## src/rtl/seg_display_driver.sv

```systemverilog
// Binary-to-BCD converter (serial double-dabble, 4 digits) with a multiplexed
// active-low 7-segment display driver; values above 9999 display as dashes.
module seg_display_driver #(
    parameter int unsigned REFRESH_DIV = 50000
) (
    input  logic        clk,
    input  logic        reset,
    input  logic        load,
    input  logic [31:0] value,
    output logic        busy,
    output logic        done,
    output logic        ovf,
    output logic [3:0]  tho,
    output logic [3:0]  hun,
    output logic [3:0]  ten,
    output logic [3:0]  one,
    output logic [6:0]  seg,
    output logic [3:0]  an
);

    typedef enum logic [1:0] {
        IDLE  = 2'd0,
        SHIFT = 2'd1,
        DONE  = 2'd2
    } state_t;

    localparam logic [15:0] LP_DIV_LAST = 16'(REFRESH_DIV - 1);

    state_t      r_state;
    logic [13:0] r_sr;
    logic [15:0] r_bcd;
    logic [3:0]  r_cnt;
    logic        r_ovf_pend;
    logic        r_busy;
    logic        r_done;
    logic        r_ovf;
    logic [3:0]  r_tho, r_hun, r_ten, r_one;
    logic [15:0] r_refresh;
    logic [1:0]  r_sel;
    logic [6:0]  r_seg;
    logic [3:0]  r_an;

    logic [14:0] w_adj;
    logic [3:0]  w_digit;

    function automatic logic [6:0] f_seg(input logic [3:0] d);
        case (d)
            4'd0:    f_seg = 7'b1000000;
            4'd1:    f_seg = 7'b1111001;
            4'd2:    f_seg = 7'b0100100;
            4'd3:    f_seg = 7'b0110000;
            4'd4:    f_seg = 7'b0011001;
            4'd5:    f_seg = 7'b0010010;
            4'd6:    f_seg = 7'b0000010;
            4'd7:    f_seg = 7'b1111000;
            4'd8:    f_seg = 7'b0000000;
            4'd9:    f_seg = 7'b0010000;
            4'hF:    f_seg = 7'b0111111;
            default: f_seg = 7'b1111111;
        endcase
    endfunction

    // The thousands nibble is at most 4 before the last shift (input <= 9999),
    // so only the lower three nibbles ever need the +3 correction.
    always_comb begin
        w_adj = r_bcd[14:0];
        for (int i = 0; i < 3; i++) begin
            if (r_bcd[4*i +: 4] >= 4'd5) begin
                w_adj[4*i +: 4] = r_bcd[4*i +: 4] + 4'd3;
            end
        end
    end

    always_ff @(posedge clk or posedge reset) begin
        if (reset) begin
            r_state    <= IDLE;
            r_sr       <= '0;
            r_bcd      <= '0;
            r_cnt      <= '0;
            r_ovf_pend <= 1'b0;
            r_busy     <= 1'b0;
            r_done     <= 1'b0;
            r_ovf      <= 1'b0;
            r_tho      <= '0;
            r_hun      <= '0;
            r_ten      <= '0;
            r_one      <= '0;
        end else begin
            r_done <= 1'b0;
            case (r_state)
                IDLE: begin
                    if (load) begin
                        r_busy <= 1'b1;
                        if (value > 32'd9999) begin
                            r_ovf_pend <= 1'b1;
                            r_state    <= DONE;
                        end else begin
                            r_ovf_pend <= 1'b0;
                            r_sr       <= value[13:0];
                            r_bcd      <= '0;
                            r_cnt      <= '0;
                            r_state    <= SHIFT;
                        end
                    end
                end
                SHIFT: begin
                    r_bcd <= {w_adj, r_sr[13]};
                    r_sr  <= {r_sr[12:0], 1'b0};
                    r_cnt <= r_cnt + 4'd1;
                    if (r_cnt == 4'd13) begin
                        r_state <= DONE;
                    end
                end
                DONE: begin
                    if (r_ovf_pend) begin
                        r_tho <= 4'hF;
                        r_hun <= 4'hF;
                        r_ten <= 4'hF;
                        r_one <= 4'hF;
                        r_ovf <= 1'b1;
                    end else begin
                        r_tho <= r_bcd[15:12];
                        r_hun <= r_bcd[11:8];
                        r_ten <= r_bcd[7:4];
                        r_one <= r_bcd[3:0];
                        r_ovf <= 1'b0;
                    end
                    r_done  <= 1'b1;
                    r_busy  <= 1'b0;
                    r_state <= IDLE;
                end
                default: r_state <= IDLE;
            endcase
        end
    end

    always_comb begin
        case (r_sel)
            2'd0:    w_digit = r_one;
            2'd1:    w_digit = r_ten;
            2'd2:    w_digit = r_hun;
            default: w_digit = r_tho;
        endcase
    end

    // an and seg are both registered from the same select so they change together.
    always_ff @(posedge clk or posedge reset) begin
        if (reset) begin
            r_refresh <= '0;
            r_sel     <= '0;
            r_an      <= 4'b1110;
            r_seg     <= 7'b1000000;
        end else begin
            if (r_refresh == LP_DIV_LAST) begin
                r_refresh <= '0;
                r_sel     <= r_sel + 2'd1;
            end else begin
                r_refresh <= r_refresh + 16'd1;
            end
            r_an  <= ~(4'b0001 << r_sel);
            r_seg <= f_seg(w_digit);
        end
    end

    assign busy = r_busy;
    assign done = r_done;
    assign ovf  = r_ovf;
    assign tho  = r_tho;
    assign hun  = r_hun;
    assign ten  = r_ten;
    assign one  = r_one;
    assign seg  = r_seg;
    assign an   = r_an;

endmodule

```

## config.mk

```make
export PLATFORM = sky130hd
export DESIGN_NAME = seg_display_driver
export DESIGN_NICKNAME = d
export VERILOG_FILES = /design/src/rtl/seg_display_driver.sv
export SDC_FILE = /design/constraint.sdc
export NUM_CORES = 1
export LEC_CHECK = 0
export BUFFER_PORTS_ARGS = -buffer_cell sky130_fd_sc_hd__buf_2
export CAP_MARGIN = 30
export CORE_MARGIN = 4
export CORE_UTILIZATION = 60
export DETAILED_ROUTE_END_ITERATION = 8
export PLACE_DENSITY_LB_ADDON = 0.3
export SLEW_MARGIN = 10
export SYNTH_ARGS = -nofsm -noshare
export SYNTH_HDL_FRONTEND = slang
export SYNTH_SLANG_ARGS = --single-unit
```

## constraint.sdc

```tcl
create_clock -name clk -period 7.5 [get_ports clk]
set_input_delay 0.75 -clock clk [delete_from_list [all_inputs] [get_ports clk]]
set_output_delay 0.75 -clock clk [all_outputs]
set_load 0.05 [all_outputs]
```

## Word-level counts from Yosys, hierarchy flattened

Memories as Yosys holds them, arrays and structs flattened. A register that Yosys moved wholly into a read port is not among the register bits.
Index checks and enable logic that the tools add are counted.

- Flip-flop bits (word level): 78
- ROM bits: 112
- Output and inout port bits: 30
- Logic and storage cells: 72
- Memories kept: 1

- $add $sub $neg: 6
- Magnitude comparators: 4
- Equality and inequality tests: 9
- Shift-type cells: 1
- Mux-type cells: 27
- Bitwise gates (word level): 1
- Reductions and logical operators: 8

Memories:

| memory | words | width | read ports | clocked after Yosys merged registers in | wr ports | line | RTL |
|---|---|---|---|---|---|---|---|
| (no name shown) | 16 | 7 | 1 | 1 | 0 | 47 | `case (d)` |

Operators with widths:

| kind | number |
|---|---|
| 16-bit two-way mux | 3 |
| 4-bit two-way mux | 9 |
| 32-bit by 14-bit > comparator with 1-bit output (second input constant) | 1 |
| 16-bit one-hot mux with 2 select lines | 1 |
| 14-bit two-way mux | 2 |
| 14-bit one-hot mux with 2 select lines | 1 |
| 16-bit by 1-bit adder with 16-bit output (second input constant) | 1 |
| 16-bit == test (second input constant) | 1 |
| 4-bit by 2-bit adder with 4-bit output (second input constant) | 3 |
| 4-bit by 3-bit >= comparator with 1-bit output (second input constant) | 3 |
| 4-bit one-hot mux with 3 select lines | 1 |
| 4-bit one-hot mux with 2 select lines | 1 |
| 2-bit two-way mux | 3 |
| 2-bit inequality test (second input constant) | 3 |
| 2-bit AND reduction | 3 |
| 4-bit by 1-bit adder with 4-bit output (second input constant) | 1 |
| 2-bit by 1-bit == test with 1-bit output (second input constant) | 2 |
| 2-bit == test (second input constant) | 2 |
| 4-bit == test (second input constant) | 1 |
| 2-bit zero test | 2 |
| 1-bit two-way mux | 4 |
| 4-bit NOT | 1 |
| 2-bit one-hot mux with 2 select lines | 1 |
| 2-bit nonzero test | 2 |
| 4 further kinds | 4 |

## Longest topological paths before layout

Gate-level depths: netlist of the first run.

- Depth after elaboration: 4
- Gate-level depth with buffers: 10
- Gate-level depth less buffers: 10

## Worst setup path before layout of the first run

Ideal clock, no wire load.

- Path type: input to register
- Start: input port value[30]
- End: register r_sr[13]
- Arrival time: 1926 ps
- Slack: 5449 ps
- Cell stages on the path: 6
- Buffers on the path: 1
- Path through: nor4_2 > nand4_2 > nor4_4 > buf_6 > nand3b_1 > nand3_1

- Cells in the longest elaborated chain, start to end: 3

RTL lines:

| element | line | RTL |
|---|---|---|
| start, declared | 9 | `input logic [31:0] value,` |
| 32-bit by 14-bit > comparator with 1-bit output | 94 | `if (value > 32'd9999) begin` |
| 2-bit inequality test (no line) | -- |  |
| 3-bit AND reduction (no line) | -- |  |
| end signal, assigned | 99 | `r_sr <= value[13:0];` |
| end signal, assigned | 108 | `r_sr <= {r_sr[12:0], 1'b0};` |
| end, declared | 30 | `logic [13:0] r_sr;` |

No other way between the ends.
A chain may end at the register's enable or synchronous reset.

## Final worst setup path of the first run

- Start: register r_sel[0]
- End: register r_seg[3], in the netlist seg[3]

- Cells in the longest elaborated chain, start to end: 2
- Elaborated cells on any way between the ends: 4
- Those cells by class: 2 x eq/ne; 1 x mux; 1 x reduce/logical

RTL lines:

| element | line | RTL |
|---|---|---|
| start, declared | 39 | `logic [1:0] r_sel;` |
| start signal, assigned | 156 | `r_sel <= r_sel + 2'd1;` |
| 2-bit == test, or another cell as far along | 138 | `case (r_sel)` |
| 4-bit one-hot mux with 3 select lines * | 138 |  |
| end, declared | 40 | `logic [6:0] r_seg;` |

Mark *: on every way between the ends. The rest lies on a longest branch, timed or not.

==> results.json, run 1 <==
{
  "status": "completed",
  "synthSimpleGateAreaFrac_pct": 21.1,
  "die_y_um": 91.6,
  "rrSetupSlack_ns": 4.99,
  "ys_seq_area_share_pct": 50.9,
  "async_reset_ff_share_pct": 100,
  "start_util_pct": 61.7,
  "worst_setup_path_end_kind": "flip-flop",
  "slew_violations": 0,
  "synth_cells": 416,
  "maxCapViolCount": 0,
  "worst_slew_pin_slew_ns": 1.03,
  "synthToLayoutAreaGrowth_pct": 14.8,
  "clock_path_buffers": 2,
  "setup_violations": 0,
  "pre_cts_slack_ns": 4.82,
  "final-seq-area_sq_um": 2130,
  "groute.usage.overall_pct": 21.1,
  "ys_types": 42,
  "final_cell_mix": "81 x dfrtp_1, 64 x buf_2, 48 x nand2_1",
  "synth_top_family_by_area": "simple AND/OR/NAND/NOR gates",
  "root_buffer": "clkbuf_8",
  "clock_skew_ns": 0.00961,
  "ios": 65,
  "p_per_area_nw_per_um2": 207,
  "grt_start_max_net_pins": 64,
  "post-dp-hpwl_um": 5750,
  "die-area_sq_um": 8390,
  "num_antenna_cells": 0,
  "die_w_um": 91.6,
  "drc": 0,
  "critPathMaxStageDelay_ns": 0.48,
  "antenna_left": 0,
  "grt_pass1_vias": 3147,
  "io_buffers": 64,
  "rr_endpoint": "seg[3]$_DFF_PP0_",
  "hold_buffers": 0,
  "drt_iter0_markers": 183,
  "ys_warn_count": 0,
  "crit_chain": "inv_1, ha_1, a222oi_1, nand2_1, o21ai_0, inv_1, ha_1, nand2_1, o21ai_0, a21oi_1",
  "rows": 30,
  "multi_input_area_sq_um": 1870,
  "synth.avg_cell_area_sq_um": 10.1,
  "cts_resized": 0,
  "cpMaxStageDelayCell": "a222oi_1",
  "startpoint": "r_sel[0]$_DFFE_PP0N_",
  "firstDrtPassIters": 4,
  "worstPathRequired_ns": 7.78,
  "clock_latency_ns": 0.35,
  "cts_tree": "done",
  "antenna_found_initial": 0,
  "synthAdderAreaFrac_pct": 5.97,
  "cts_max_level": 3,
  "yosys-mux-area-fraction_pct": 1.79,
  "worstRegToRegCells": 10,
  "avgViaCountPerCell": 5.60,
  "synth-edff-count": 0,
  "final_common_cell": "dfrtp_1",
  "synthesis.nets": 471,
  "met3_length_um": 429,
  "synth_compound_area_share_pct": 11.3,
  "synth_xor_area_share_pct": 4.39,
  "cts_setup_buffers": 0,
  "ir_worst_vdd_uv": 130,
  "final_layout_size_suffix_gt1_share_pct": 20.7,
  "synth_area_sq_um": 4190,
  "cp-start-kind": "flip-flop",
  "path_clk_slew_ns": 0.09,
  "final.setup.tns_ns": 0,
  "cts_buffers": 9,
  "layout_setup_ws_ns": 4.99,
  "final_nets": 534,
  "relSlewSlack_pct": 31.0,
  "clock.fmax_mhz": 398,
  "power_mw": 0.998,
  "r2r_start": "r_sel[0]$_DFFE_PP0N_",
  "clkSinkCount": 85,
  "crit_type": "reg2reg",
  "gp_routability_congestion": 0.821,
  "wl_um": 8250,
  "ys.flop_type": "dfrtp_1",
  "hold_path_class": "in2async",
  "synth_seq_cells": 85,
  "critPathArrivalTime_ns": 2.79,
  "nFillCells": 533,
  "top_layer": "met4",
  "post-route-min-period_ns": 2.51,
  "crit_end": "seg[3]$_DFF_PP0_",
  "final_core_util_pct": 70.8,
  "vias": 3248,
  "fin_crit_sh_pct": 33.5,
  "core_area_sq_um": 6790,
  "wl_met2_um": 3970,
  "crit_fanout": 5,
  "grt_overflow": 0,
  "rsz0062_at_grt": "no",
  "hold_viol": 0,
  "routedWlPerCell_um": 14.2,
  "met1_length_um": 3710,
  "grt_pass1_wl_um": 14400,
  "leakage_nw": 2.20
}
[metrics by stage]
step	std cells	hold slack [ns]	area [sq um]
after floorplan	416	0.461	4190
after global placement	561	0.468	4550
after detailed placement	563	0.482	4590
after CTS	579	0.436	4800
after global routing	580	0.444	4810
final	580	0.424	4810
[cell type report]
class | count | share of cell area (%)
multi-input cells | 291 | 38.8
clock inverters | 4 | 1.51
clock buffers | 12 | 2.81
inverters | 22 | 1.74
flip-flops and latches | 85 | 44.3
repair buffers | 70 | 8.32
well taps | 96 | 2.50
[critical path: cells and delay by family (launching register included)]
kind	cells	cell delay, ns
DFF	1	0.42
adders and majority gates	2	0.60
AOI/OAI and AO/OA	4	0.97
buffers and inverters	2	0.27
and+or+nand+nor	2	0.17
[power breakdown]
group	total (mW)	internal [mW]	switching (mW)
clock network	0.349	0.188	0.161
registers	0.491	0.478	0.0130
logic	0.158	0.0407	0.117
[state kept, by name, indices dropped and copies added (netlist names), 4 cells and up]
signal,count
r_sr,14
one,4
r_cnt,4
r_refresh,16
ten,4
seg,7
tho,4
hun,4
an,4
r_bcd,16
[cell families after synthesis]
| group | Yosys count |
|---|---|
| AO/OA/AOI/OAI | 73 |
| adder cells (fa/ha/maj) | 20 |
| buffers and inverters | 40 |
| multiplexers | 7 |
| flip-flops | 85 |
| XOR/XNOR | 21 |
| AND/OR/NAND/NOR | 170 |
[Yosys cell counts, types with 4 or more instances]
cell type	count	share of area, %
dfrtp_1	81	48
nand2_1	48	4.3
nand3_1	37	4.4
nor2_1	33	3.0
o21ai_0	28	3.3
inv_1	22	2.0
ha_1	20	6.0
a21oi_1	15	1.8
a22o_1	14	2.9
nand3b_1	13	2.3
nor3_1	11	1.3
xor2_1	11	2.3
xnor2_1	10	2.1
clkbuf_1	9	0.81
nand2b_1	6	0.90
a21o_1	4	0.72
a222oi_1	4	0.96
buf_6	4	1.1
dfstp_2	4	2.5
mux2_2	4	1.1
nand4_1	4	0.60
nor4_1	4	0.60
[metal layers]
metal / vias up / global-route usage (%)
li1: 1578 / -
met1: 1577 / 27.4
met2: 79 / 34.6
met3: 14 / 5.14
met4: 0 / 7.29
met5: - / 0
[worst min-delay path by stage]
stage | slack (ns) | start | end
after floorplan | 0.46 | r_refresh[13]$_DFF_PP0_ | r_refresh[13]$_DFF_PP0_
after global placement | 0.47 | r_sr[11]$_DFFE_PP0P_ | r_sr[12]$_DFFE_PP0P_
after detailed placement | 0.48 | r_sr[0]$_DFFE_PP0P_ | r_sr[0]$_DFFE_PP0P_
after CTS | 0.44 | reset | r_sr[7]$_DFFE_PP0P_
after global routing | 0.44 | reset | r_sr[7]$_DFFE_PP0P_
final | 0.42 | reset | r_sr[7]$_DFFE_PP0P_
(Power assumes the default switching activity.)
==> run 2, diff against run 1 <==
CORE_UTILIZATION = 51   (was 60)
clock period = 2.15 ns   (was 7.5 ns; I/O delays follow)
==> run 2 against run 1 <==
Against the previous run:
- core utilization is 8.4 points lower
- sequential share of layout area is 0.76 points lower
- final area is 1.8% higher
- global-route usage is 3.0 points lower
- total power grew to 3.4 times the previous value
- non-clock buffer count is 8 higher
- clock power grew to 3.2 times the previous value
- flip-flop and latch count stayed put
- critical path depth is 1 lower
- final cell count is 2.4% higher
- largest cell class unchanged
==> results.json, run 2 (synthesized netlist as in run 1, its figures left out) <==
{
  "status": "completed",
  "clock_latency_ns": 0.36,
  "min_to": "r_sr[1]$_DFFE_PP0P_",
  "rows": 32,
  "avgViaCountPerCell": 5.48,
  "largestRegisters": "r_bcd (16), r_refresh (16), r_sr (14)",
  "final_core_util_pct": 62.4,
  "grt_pass1_vias": 3212,
  "path_clk_slew_ns": 0.09,
  "cts_buffers": 9,
  "clock_path_buffers": 2,
  "firstDrtPassIters": 5,
  "groute.usage.overall_pct": 18.2,
  "final_layout_size_suffix_gt1_share_pct": 23.8,
  "antenna_found_initial": 0,
  "final_nets": 542,
  "final.setup.tns_ns": 0,
  "slew_violations": 0,
  "die-area_sq_um": 9730,
  "post-route-min-period_ns": 2.08,
  "ir_worst_vdd_uv": 316,
  "drc": 0,
  "min-delay-start": "value[1]",
  "layout_setup_ws_ns": 0.0708,
  "hold_viol": 0,
  "final_common_cell": "dfrtp_1",
  "pre_cts_slack_ns": -0.0860,
  "grt_start_max_net_pins": 86,
  "start_util_pct": 53.4,
  "clock.fmax_mhz": 481,
  "r2r_start": "r_sel[0]$_DFFE_PP0N_",
  "grt_pass1_wl_um": 14600,
  "p_per_area_nw_per_um2": 694,
  "worst_slew_pin_slew_ns": 0.621,
  "antenna_left": 0,
  "wl_um": 8400,
  "core_area_sq_um": 7850,
  "clkSinkCount": 85,
  "hold_path_class": "in2reg",
  "vias": 3253,
  "critPathArrivalTime_ns": 2.30,
  "num_antenna_cells": 0,
  "drt_iter0_markers": 125,
  "worst_setup_path_end_kind": "flip-flop",
  "crit_type": "reg2reg",
  "rr_endpoint": "seg[5]$_DFF_PP0_",
  "relSlewSlack_pct": 58.3,
  "final_cell_mix": "80 x dfrtp_1, 64 x buf_2, 48 x nand2_1",
  "cts_tree": "done",
  "clock_skew_ns": 0.0159,
  "io_buffers": 64,
  "rrSetupSlack_ns": 0.07,
  "die_w_um": 98.7,
  "worstRegToRegCells": 9,
  "leakage_nw": 2.21,
  "root_buffer": "clkbuf_8",
  "grt_overflow": 0,
  "cp-start-kind": "flip-flop",
  "gp_routability_congestion": 0.843,
  "cts_max_level": 3,
  "synthToLayoutAreaGrowth_pct": 16.9,
  "worstPathRequired_ns": 2.37,
  "hold_depth": 3,
  "crit_fanout": 6,
  "hold_ws_ns": 0.104,
  "setup_violations": 0,
  "post-dp-hpwl_um": 5900,
  "maxCapViolCount": 0,
  "fin_crit_sh_pct": 96.7,
  "die_y_um": 98.7,
  "routedWlPerCell_um": 14.1,
  "ios": 65
}
[run 2: cell types whose count changed in the layout (fill, tap and decap cells not counted), sizes merged]
| cell | change |
|---|---|
| clkbuf | -1 |
| dlygate4sd3 | +1 |
| clkinv | -1 |
| clkinvlp | +3 |
| bufinv | -1 |
| buf | +7 |
[run 2: area by class of cell]
| class | instances | area (sq um) |
|---|---|---|
| clock buffers | 11 | 131 |
| clock inverters | 5 | 61.3 |
| fillers | 686 | 2950 |
| inverters | 22 | 86.3 |
| multi-input cells | 291 | 1910 |
| flip-flops and latches | 85 | 2130 |
| well taps | 102 | 128 |
| repair buffers | 78 | 453 |
[run 2: how the worst max path moves through the flow]
stage,end,from,cells after the start,slack (ns)
floorplan,seg[3]$_DFF_PP0_,r_sel[0]$_DFFE_PP0N_,10,0.15
global placement,seg[3]$_DFF_PP0_,r_sel[0]$_DFFE_PP0N_,8,0.13
detailed placement,seg[3]$_DFF_PP0_,r_sel[0]$_DFFE_PP0N_,8,-0.09
CTS,seg[6]$_DFF_PP1_,r_sel[0]$_DFFE_PP0N_,9,0.03
global route,seg[6]$_DFF_PP1_,r_sel[0]$_DFFE_PP0N_,9,-0.03
finish,seg[5]$_DFF_PP0_,r_sel[0]$_DFFE_PP0N_,9,0.07
[run 2: worst max-delay path: stages (launching register included)]
cell	delay (ns)
dfrtp_1	0.42
buf_4	0.15
ha_2	0.20
a222oi_1	0.38
a21oi_2	0.19
inv_1	0.16
ha_1	0.18
nor2_1	0.05
a21oi_1	0.12
a21oi_1	0.08
[run 2: what timing repair did]
| item | 4_1_cts | 5_1_grt |
|---|---|---|
| buffers inserted | 1 | 1 |
| resized for setup | 1 | 11 |
| pin swaps | 0 | 3 |
| endpoints found under the hold margin | 11 | 0 |
| endpoints found under the setup margin | 4 | 7 |
| hold buffers | 1 | 0 |
[run 2: through the flow]
stage	cells	cell area (sq um)	total power, mW
after floorplan	416	4200	2.13
after global placement	575	4640	2.30
after detailed placement	575	4640	2.31
after CTS	593	4860	3.42
after global routing	594	4900	3.54
final	594	4900	3.40
[run 2: per-layer routing]
layer	vias up	routed length, um	track usage, %
met5	-	0	0
met4	0	121	7.04
met3	10	384	3.04
met2	87	4020	29.8
met1	1561	3880	24.2
li1	1595	-	-
[run 2: report_power, final]
part           internal, mW  switching, mW  total [mW]
registers              1.67         0.0488        1.72
logic                 0.152          0.415       0.566
clock network         0.540          0.574        1.11
==> run 3, diff against run 2 <==
CORE_ASPECT_RATIO = 2   (was default)
==> run 3 against run 2 <==
Against the previous run:
- global-route usage is 0.78 points higher
- clock power up 37%
- core utilization fell by 0.36 points
- worst hold slack better by 0.0094 ns
- critical path type unchanged
- die area up 0.91%
- combinational power hardly changed
==> results.json, run 3 (synthesized netlist as in run 1, its figures left out) <==
{
  "status": "completed",
  "io_buffers": 64,
  "cts_max_level": 3,
  "crit_chain": "buf_4, ha_2, a222oi_1, nand2_1, o21ai_1, inv_1, ha_1, nand2_1, o21ai_0, a21oi_1",
  "p_per_area_nw_per_um2": 765,
  "post-dp-hpwl_um": 6290,
  "cpMaxStageDelayCell": "dfrtp_1",
  "rows": 46,
  "groute.usage.overall_pct": 19.0,
  "relSlewSlack_pct": 57.4,
  "dpl_cell_area_sq_um": 4630,
  "final_nets": 544,
  "critPathMaxStageDelay_ns": 0.40,
  "antenna_left": 0,
  "synthToLayoutAreaGrowth_pct": 18.4,
  "final_cell_mix": "81 x dfrtp_1, 64 x buf_2, 48 x nand2_1",
  "crit_type": "reg2reg",
  "critPathBufInv": 2,
  "clkSinkCount": 85,
  "die_y_um": 136,
  "cts_tree": "done",
  "hold_path_class": "in2reg",
  "clock.fmax_mhz": 473,
  "multi_input_area_sq_um": 1880,
  "root_buffer": "clkbuf_16",
  "gp_routability_congestion": 0.816,
  "die_w_um": 72.1,
  "hold_viol": 0,
  "cts_buffers": 9,
  "cp-start-kind": "flip-flop",
  "grt_start_max_net_pins": 39,
  "num_antenna_cells": 0,
  "routedWlPerCell_um": 14.6,
  "slew_violations": 0,
  "firstDrtPassIters": 4,
  "clock_skew_ns": 0.00501,
  "worstPathRequired_ns": 2.34,
  "final-seq-area_sq_um": 2130,
  "min-delay-start": "value[3]",
  "ir_worst_vdd_uv": 562,
  "setup_violations": 0,
  "post-route-min-period_ns": 2.11,
  "grt_pass1_vias": 3244,
  "hold_depth": 3,
  "nFillCells": 669,
  "path_clk_slew_ns": 0.06,
  "cp_top_family": "compound AO/OA/AOI/OAI gates",
  "ios": 65,
  "antenna_found_initial": 0,
  "drt_iter0_markers": 176,
  "worst_setup_path_end_kind": "flip-flop",
  "critPathArrivalTime_ns": 2.31,
  "cpMostUsedCell": "nand2_1",
  "stdcell_area_sq_um": 4960,
  "power_mw": 3.80,
  "rrSetupSlack_ns": 0.04,
  "worstRegToRegCells": 10,
  "cp.depth": 10,
  "grt_overflow": 0,
  "final_layout_size_suffix_gt1_share_pct": 22.9,
  "largestRegisters": "r_bcd (16), r_refresh (16), r_sr (14)",
  "die-area_sq_um": 9820,
  "clock_latency_ns": 0.34,
  "wl_um": 8640,
  "fin_crit_sh_pct": 98.3,
  "startpoint": "r_sel[0]$_DFFE_PP0N_",
  "grt_pass1_wl_um": 14600,
  "maxCapViolCount": 0,
  "r2r_start": "r_sel[0]$_DFFE_PP0N_",
  "start_util_pct": 52.4,
  "final_common_cell": "dfrtp_1",
  "worst_slew_pin_slew_ns": 0.638,
  "crit_end": "seg[3]$_DFF_PP0_",
  "avgViaCountPerCell": 5.58,
  "core_area_sq_um": 8000,
  "leakage_nw": 2.26,
  "drc": 0,
  "vias": 3294,
  "rr_endpoint": "seg[3]$_DFF_PP0_",
  "clock_path_buffers": 2,
  "crit_fanout": 5,
  "final_core_util_pct": 62.1
}
## run 3: cell count changes in the layout (fill, tap and decap cells not counted), sizes merged
cell and delta:
clkbuf +4, clkinv -1, clkinvlp -3, buf +2
## run 3: stage by stage
| step | hold slack, ns | instances | TNS [ns] | setup slack [ns] |
|---|---|---|---|---|
| after floorplan | 0.368 | 416 | 0 | 0.147 |
| after global placement | 0.327 | 570 | 0 | 0.105 |
| after detailed placement | 0.333 | 570 | -0.0432 | -0.0264 |
| after CTS | 0.109 | 588 | 0 | 0.0160 |
| after global routing | 0.124 | 590 | -0.186 | -0.0900 |
| final | 0.113 | 590 | 0 | 0.0371 |
## run 3: layout make-up
type	count	area share, %
clock buffer	15	5.19
multi-input combinational	291	37.9
sequential	85	42.9
clock inverter	1	0.605
timing repair buffer	80	9.17
inverter	22	1.74
tap	96	2.42
## run 3: worst min path at each step
| stage | to | slack, ns |
|---|---|---|
| after global routing | r_sr[2]$_DFFE_PP0P_ | 0.12 |
| after floorplan | r_sr[10]$_DFFE_PP0P_ | 0.37 |
| final | r_sr[3]$_DFFE_PP0P_ | 0.11 |
| after detailed placement | r_refresh[8]$_DFF_PP0_ | 0.33 |
| after CTS | r_sr[2]$_DFFE_PP0P_ | 0.11 |
| after global placement | r_refresh[8]$_DFF_PP0_ | 0.33 |
## run 3: power by group
group / switching, mW / total (mW) / internal [mW]
clock network: 0.582 / 1.52 / 0.934
registers: 0.0446 / 1.72 / 1.67
logic: 0.414 / 0.565 / 0.151
## run 3: metal layers
layer	global-route usage (%)	vias to the layer above	wire [um]
li1	-	1598	-
met1	21.1	1597	3400
met2	33.3	82	4580
met3	3.70	17	439
met4	9.83	0	224
met5	0	-	0
## run 3: worst register-to-register path: cells and delay by family, from the launching register on
kind	cells	cell delay, ns
AO/OA/AOI/OAI	4	0.66
adder cells (fa/ha/maj)	2	0.49
flip-flops	1	0.40
AND/OR/NAND/NOR	2	0.17
buffers and inverters	2	0.26
## run 3: repair_timing
item | 4_1_cts | 5_1_grt
hold endpoints to repair | 27 | 0
setup endpoints to repair | 3 | 7
hold buffers | 1 | 0
pin swaps | 1 | 2
setup buffers | 1 | 2
cloned | 0 | 0
resized for setup | 1 | 6
